### config.mk
export PLATFORM = sky130hd
export DESIGN_NAME = rx_uart_fifo
export DESIGN_NICKNAME = d
export VERILOG_FILES = /design/src/rtl/rx_uart_fifo.sv
export SDC_FILE = /design/constraint.sdc
export NUM_CORES = 1
export LEC_CHECK = 0
export ABC_AREA = 1
export CELL_PAD_IN_SITES_DETAIL_PLACEMENT = 1
export CELL_PAD_IN_SITES_GLOBAL_PLACEMENT = 1
export CORE_MARGIN = 3
export CORE_UTILIZATION = 54
export CTS_CLUSTER_DIAMETER = 50
export DETAILED_ROUTE_END_ITERATION = 16
export DONT_BUFFER_PORTS = 1
export PLACE_DENSITY_LB_ADDON = 0.3
export SLEW_MARGIN = 20
export SYNTH_ARGS = -nofsm -noshare
export SYNTH_HDL_FRONTEND = slang
export SYNTH_SLANG_ARGS = --single-unit
### constraint.sdc
create_clock -name clk -period 6 [get_ports clk]
set_input_delay 0.3 -clock clk [delete_from_list [all_inputs] [get_ports clk]]
set_output_delay 0.3 -clock clk [all_outputs]
set_load 0.02 [all_outputs]
### src/rtl/rx_uart_fifo.sv
// UART receiver: runtime-configurable 5-8 data bits, parity and stop bits, majority-vote
// sampling, per-character error flags and a first-word-fall-through receive FIFO.
module rx_uart_fifo #(
   parameter int unsigned FIFO_DEPTH  = 16,
   parameter int unsigned SYNC_STAGES = 2
) (
   input  logic                          clk,
   input  logic                          rst,
   input  logic [15:0]                   baud_div,
   input  logic [1:0]                    cfg_data_bits,
   input  logic [1:0]                    cfg_parity,
   input  logic                          cfg_stop2,
   input  logic                          rx_pin,
   input  logic                          rx_read,
   input  logic                          err_clr,
   output logic                          rx_valid,
   output logic [7:0]                    rx_byte,
   output logic [2:0]                    rx_err,
   output logic [$clog2(FIFO_DEPTH):0]   rx_count,
   output logic                          overrun
);

   localparam int unsigned AW = $clog2(FIFO_DEPTH);
   localparam int unsigned CW = AW + 1;

   typedef enum logic [2:0] {IDLE, START, DATA, PARITY, STOP1, STOP2, WAIT_HIGH} state_t;

   typedef struct packed {
      logic       brk;
      logic       frm;
      logic       par;
      logic [7:0] data;
   } entry_t;

   logic [SYNC_STAGES-1:0] sync_q;
   logic                   rxs;

   state_t      state_q, state_d;
   logic [15:0] timer_q, div_q;
   logic [1:0]  bits_q, par_q;
   logic        stop2_q;
   logic        s2_q, s1_q;
   logic [7:0]  data_q;
   logic [2:0]  bit_cnt_q;
   logic        pbit_q, stop1_q;

   logic        tick, maj, par_en, last_bit, zero_frame, par_err;
   logic        push_c, frm_c, brk_c;
   entry_t      push_entry;

   logic [AW-1:0] wr_q, rd_q;
   logic [CW-1:0] count_q;
   logic          valid_q;
   logic          pop, full, do_push;
   entry_t        mem [FIFO_DEPTH];
   entry_t        head;

   // Input synchronizer, idle-high
   always_ff @(posedge clk or negedge rst) begin
      if (!rst) sync_q <= '1;
      else      sync_q <= {sync_q[SYNC_STAGES-2:0], rx_pin};
   end
   assign rxs = sync_q[SYNC_STAGES-1];

   assign tick       = (timer_q == 16'd0);
   assign maj        = (s2_q & s1_q) | (s2_q & rxs) | (s1_q & rxs);
   assign par_en     = (par_q == 2'b01) || (par_q == 2'b10);
   assign last_bit   = (bit_cnt_q == (3'(bits_q) + 3'd4));
   assign zero_frame = (data_q == 8'd0) && !(par_en && pbit_q);
   assign par_err    = par_en && ((^data_q) ^ pbit_q ^ (par_q == 2'b10));

   always_ff @(posedge clk or negedge rst) begin
      if (!rst) state_q <= IDLE;
      else      state_q <= state_d;
   end

   // Next state and frame-completion push
   always_comb begin
      state_d = state_q;
      push_c  = 1'b0;
      frm_c   = 1'b0;
      brk_c   = 1'b0;
      case (state_q)
         IDLE:   if (!rxs) state_d = START;
         START:  if (tick) state_d = maj ? IDLE : DATA;
         DATA:   if (tick && last_bit) state_d = par_en ? PARITY : STOP1;
         PARITY: if (tick) state_d = STOP1;
         STOP1: begin
            if (tick) begin
               if (stop2_q) begin
                  state_d = STOP2;
               end else begin
                  push_c  = 1'b1;
                  frm_c   = !maj;
                  brk_c   = zero_frame && !maj;
                  state_d = maj ? IDLE : WAIT_HIGH;
               end
            end
         end
         STOP2: begin
            if (tick) begin
               push_c  = 1'b1;
               frm_c   = !stop1_q || !maj;
               brk_c   = zero_frame && !stop1_q;
               state_d = stop1_q ? IDLE : WAIT_HIGH;
            end
         end
         WAIT_HIGH: if (rxs) state_d = IDLE;
         default:   state_d = IDLE;
      endcase
   end

   assign push_entry = '{brk: brk_c, frm: frm_c, par: par_err, data: data_q};

   // Bit timer, configuration latch and sample capture
   always_ff @(posedge clk or negedge rst) begin
      if (!rst) begin
         timer_q   <= 16'd0;
         div_q     <= 16'd0;
         bits_q    <= 2'd0;
         par_q     <= 2'd0;
         stop2_q   <= 1'b0;
         s2_q      <= 1'b1;
         s1_q      <= 1'b1;
         data_q    <= 8'd0;
         bit_cnt_q <= 3'd0;
         pbit_q    <= 1'b0;
         stop1_q   <= 1'b1;
      end else if (state_q == IDLE && !rxs) begin
         timer_q   <= baud_div >> 1;
         div_q     <= baud_div;
         bits_q    <= cfg_data_bits;
         par_q     <= cfg_parity;
         stop2_q   <= cfg_stop2;
         data_q    <= 8'd0;
         bit_cnt_q <= 3'd0;
      end else if (state_q inside {START, DATA, PARITY, STOP1, STOP2}) begin
         timer_q <= tick ? div_q : timer_q - 16'd1;
         if (timer_q == 16'd2) s2_q <= rxs;
         if (timer_q == 16'd1) s1_q <= rxs;
         if (tick) begin
            case (state_q)
               DATA: begin
                  data_q[bit_cnt_q] <= maj;
                  bit_cnt_q         <= bit_cnt_q + 3'd1;
               end
               PARITY:  pbit_q  <= maj;
               STOP1:   stop1_q <= maj;
               default: ;
            endcase
         end
      end
   end

   assign pop     = rx_read && valid_q;
   assign full    = (count_q == CW'(FIFO_DEPTH));
   assign do_push = push_c && (!full || pop);

   always_ff @(posedge clk) begin
      if (do_push) mem[wr_q] <= push_entry;
   end

   // FIFO pointers, occupancy and sticky overrun; a new overrun beats err_clr
   always_ff @(posedge clk or negedge rst) begin
      if (!rst) begin
         wr_q    <= '0;
         rd_q    <= '0;
         count_q <= '0;
         valid_q <= 1'b0;
         overrun <= 1'b0;
      end else begin
         if (do_push) wr_q <= wr_q + AW'(1);
         if (pop)     rd_q <= rd_q + AW'(1);
         case ({do_push, pop})
            2'b10: begin
               count_q <= count_q + CW'(1);
               valid_q <= 1'b1;
            end
            2'b01: begin
               count_q <= count_q - CW'(1);
               valid_q <= (count_q != CW'(1));
            end
            default: ;
         endcase
         if (push_c && full && !pop) overrun <= 1'b1;
         else if (err_clr)           overrun <= 1'b0;
      end
   end

   assign head     = mem[rd_q];
   assign rx_valid = valid_q;
   assign rx_byte  = valid_q ? head.data : 8'd0;
   assign rx_err   = valid_q ? {head.brk, head.frm, head.par} : 3'd0;
   assign rx_count = count_q;

endmodule

---- Word level (Yosys, flattened, before mapping) ----
Memory sizes are Yosys's and may differ from the RTL's.
Cells that the tools add are included.
cells by class
  bitwise logic cells ..................... 8
  equality and inequality tests ........... 22
  order comparisons ....................... 2
  mux-type cells .......................... 47
  $add $sub $neg .......................... 7
  reduce and logical (&&, ||, !) cells .... 37
operator list
  cell                   number
  $mux 16                3
  $mux 3                 16
  $mux 8                 5
  $pmux 3 s7             1
  $eq 16x1->1 const B    1
  $eq 16x2->1 const B    1
  $logic_not 16->1       1
  $sub 16x1->16 const B  1
  $mux 1                 14
  $ne 2x2->1 const B     7
  $logic_and 1x1->1      12
  $pmux 5 s2             1
  $reduce_bool 2->1      5
  $eq 3x3->1 const B     3
  $reduce_and 3->1       3
  $add 4x1->4 const B    2
  $bwmux 8               1
  $logic_not 8->1        1
  $pmux 1 s2             4
  $reduce_and 4->1       2
  $reduce_xor 8->1       1
  $reduce_and 7->1       1
  $eq 3x2->1 const B     2
  $logic_not 1->1        6
  21 further kinds       29
storage, ports and cells
  register bits ........................... 72
  input port bits ......................... 26
  memory bits (writable) .................. 176
  output and inout port bits .............. 18
  memories kept ........................... 1
  word-level logic and storage cells ...... 142
memories
  name  depth  bits a word  read ports  clocked after memory_dff  write ports  line  RTL
  mem   16     11           1           0                         1            55    entry_t mem [FIFO_DEPTH];

---- Longest topological paths before layout ----
  depth in word-level cells ............... 9
  depth in mapped cells ................... 12
  depth with buffers taken out ............ 10

---- Worst setup path before layout ----
OpenSTA, ideal clock, no wires.
  path type ............................... register to register
  start ................................... register count_q[0], in the netlist rx_count[0]
  end ..................................... memory mem[0][0] (netlist bit) (enable)
  setup time .............................. 0.378 ns
  slack ................................... 3.736 ns
  required time ........................... 5.622 ns
  data arrival time ....................... 1.885 ns
  clock period less this slack ............ 2.264 ns
  buffers on the path ..................... 0
  stages on the path, launching flop included .. 8
  cell sequence ........................... dfrtp_1 -> inv_1 -> ha_1 -> nand4_1 -> inv_1 -> nor2_8 -> nand2_1 -> nor2_1
between the ends
  word-level cells in the longest chain between the ends .. 6
RTL lines
  what                          line  RTL
  start: declaration            52    logic [CW-1:0] count_q;
  start signal: assignment      176   count_q <= count_q + CW'(1);
  start signal: assignment      180   count_q <= count_q - CW'(1);
  $eq 5x5->1                    156   assign full = (count_q == CW'(FIFO_DEPTH));
  $logic_not 1->1               157   assign do_push = push_c && (!full || pop);
  $logic_or 1x1->1              157
  $logic_and 1x1->1             157
  $mux 1                        160   if (do_push) mem[wr_q] <= push_entry;
  $mux 1 (implied by the code)  160
  end: declaration              55
Every way passes these cells.

---- Worst setup path after layout ----
  start ................................... register rd_q[0]
  end ..................................... output port rx_err[0]
between the ends
  word-level cells in the longest chain between the ends .. 2
RTL lines
  what                      line  RTL
  start: declaration        51    logic [AW-1:0] wr_q, rd_q;
  start signal: assignment  173   if (pop) rd_q <= rd_q + AW'(1);
  $mem_v2 16x11             --
  $mux 3                    193   assign rx_err = valid_q ? {head.brk, head.frm, head.par} : 3'd0;
  end: declaration          18    output logic [2:0] rx_err,
Every way passes these cells.

==> impl_results.md <==
* Area added between synthesis and finish at 12.8%
* Total global-route track usage at 0.283
* Crit path max-delay cell type: dfrtp_2
* Data arrival, critical path at 3.49 ns
* Top-Level Pins at 44
* DPL Wire Length at 19800 um
* Clk_lat worst skew at 0.54 ns
* Via density per instance at 5.84
* DR iter-0 viols at 546
* Hold-fix buffers, CTS at 25
* Worst VDD drop at 0.300 mV
* Antenna violations before repair at 0
* TritonCTS clock tree: built
* Maximum root-to-sink buffer count at 3
* Clock power share at 0.300
* RSZ-0062 raised after global routing: false
* Pleak at 5.44 nW
* Pint at 3.71 mW
* Asr flop ratio synth at 0.290
* Fin crit period at 3.79 ns
* First-pass GRT wire length at 49900 um
* Die outline height at 151 um
* Fill cells at 2193
* CP Capture Type: output pin
* Worst-path maximum fanout at 45
* Max-Cap Viols at 0
* Slew HR at 0.269
* Final Hold Viols at 0
* Met1 WL at 12700 um
* Top-area cell type share of the netlist area at 0.463
* Overall Power at 6.05 mW
* Highest clock rate at 264 MHz
* DRT Wirelength at 32000 um
* Share of layout cells above drive strength 1 at 0.0828
* Synth top cells by count: nand2_1 (224), nor2_1 (214), edfxtp_1 (176)
* Clk Tree Root Cell: clkbuf_16
* Sink Count at 248
* Final Cycle Share at 0.631
* # rows at 52
* Reg power frac at 0.376
* Initial Utilization at 0.557
* Crit-path cells: inv_2 > buf_4 > o21ai_0 > o211ai_1 > nand3_1 > a21oi_1
* Vias in the first global route at 9113
* Cts repair resizes at 0
* Placed Area at 11600 um^2
* Status: completed
* PnR worst setup slack at 2.21 ns
* Die width at 151 um
* Netlist cell types at 37
* Met2 WL at 16700 um
* Pwr dens at 470 nW/um^2
* Die Area at 22900 um^2
* Drc violations at 0
* Count of pins over their slew limit at 0
* EDFF count, synth at 176
* Detail Route Antenna Nets at 0
* Worst path required time at 5.70 ns
* WL met3 at 1610 um
* Core Area at 20500 um^2
* Final Setup Violations at 0
* Yosys warns at 0
* Hold Crit Class: primary input to register
* Area contributors post-synth: edfxtp_1 (46%), dfrtp_1 (15%), nand2_1 (7.4%)
* Worst clock skew at 0.0138 ns
* Area of the multi-input gates at 3780 um^2
* Synthesized area per cell at 9.84 um^2
* Most common cell in the netlist: nand2_1
* Drt wl/cell at 21.8 um
* CP peak stage delay at 0.70 ns
* PortBufs at 0
* Placed Instances at 1389
* Worst slack, placed at 2.80 ns
* Main synth FF type: edfxtp_1
* Synth Net Count at 1204
* Synth Register Bits at 248
* NetSw at 2.33 mW
* Highest metal used: met4
* Post-synth top area cell: edfxtp_1
* Final Util at 0.628
* Setup TNS at 0 ns
* Tightest Pin Transition at 1.09 ns
* Post-Syn Area at 11400 um^2
* Postcts setup bufs at 0
* Gate Count Post-Synth at 1160
* Non-Filler Instances at 1466
* Gpl congestion at 0.850
* Via count at 8563
* Comb pwr share at 0.324
* Reg clk slew, reported paths at 0.06 ns
* # diodes at 0
* Reg-to-reg setup timing slack at 2.86 ns
* H-tree depth at 1
* Pre-antenna DRT Iters at 5
* Hold WS at 0.179 ns
* Setup crit start kind: register
* Final #Nets at 1218
* Post-route cell area at 12900 um^2
* Largest net degree at the start of global routing at 80
* Register area share after synthesis at 0.622
* Total grt overflow at 0
* Crit path kind: register to output pin
* Total CTS buffers at 28
* Switching fraction of total power at 0.386
* Seq. cell area at 7100 um^2
power groups by stage:
stage / Clock [mW] / Sequential (mW) / Combinational [mW]
after floorplan: 0 / 2.16 / 1.48
after global placement: 0 / 2.28 / 1.78
after detailed placement: 0 / 2.30 / 1.88
after CTS: 1.83 / 2.26 / 1.96
after global routing: 1.90 / 2.30 / 2.22
final: 1.81 / 2.27 / 1.96
path summary, 6_finish.rpt:
path,start,end,depth (start not counted)
setup / recovery,rd_q[0],rx_err[0],6
hold / removal,rx_read,rd_q[0],2
setup reg to reg,state_q[0],timer_q[15],6
hold reg to reg,sync_q[0],sync_q[1],0
max in group asynchronous,rst,s1_q,2
min in group asynchronous,rst,bit_cnt_q[2],2
metal layers:
metal  vias up  GRT usage
met4         0     0.0979
met2       239      0.513
met1      4306      0.350
met3        73     0.0332
met5         -          0
li1       3945          -
worst max-delay path, delay by kind of cell (launching register included):
| kind | cells | cell delay, ns |
|---|---|---|
| AO/OA/AOI/OAI | 3 | 0.96 |
| buffers and inverters | 2 | 1.09 |
| flip-flops | 1 | 0.70 |
| AND/OR/NAND/NOR | 1 | 0.15 |
cell type report:
cell class | count | area share
sequential | 248 | 0.551
multi-input combinational | 777 | 0.294
clock buffer | 33 | 0.0591
timing repair buffer | 37 | 0.0278
tap | 270 | 0.0262
inverter | 82 | 0.0241
clock inverter | 19 | 0.0178
placed cells by master, fill, tap and decap left out, drive strengths merged, types with 2 or more instances in the layout:
cell,Yosys,final
clkbuf,23,33
buf,30,13
o21ai,113,113
nor2,224,224
dlygate4sd3,0,24
or2,2,2
clkinv,3,12
edfxtp,176,176
nand2,232,232
a21oi,39,39
nand3,79,79
o22ai,2,2
xnor2,4,4
bufinv,0,5
clkinvlp,0,2
nand3b,4,4
ha,18,18
dfrtp,67,67
dfstp,5,5
inv,79,82
nand4,19,19
o211ai,24,24
xor2,15,15
kinds of logic after synthesis:
kind of cell / synth area share
simple gates: 0.211
flops: 0.622
compound gates: 0.0845
buf+inv: 0.0489
xor+xnor: 0.0146
fa+ha+maj: 0.0197
flip-flops by register name, summed over array words and instances (netlist names):
| register | cells |
|---|---|
| stop2_q | 1 |
| rx_count | 5 |
| bit_cnt_q | 3 |
| state_q | 3 |
| sync_q | 2 |
| s1_q | 1 |
| pbit_q | 1 |
| timer_q | 16 |
| stop1_q | 1 |
| bits_q | 2 |
| data_q | 8 |
| mem | 176 |
| rx_valid | 1 |
| s2_q | 1 |
| par_q | 2 |
| div_q | 16 |
| rd_q | 4 |
| wr_q | 4 |
| overrun | 1 |
No activity file was read; power rests on OpenSTA's default activity.
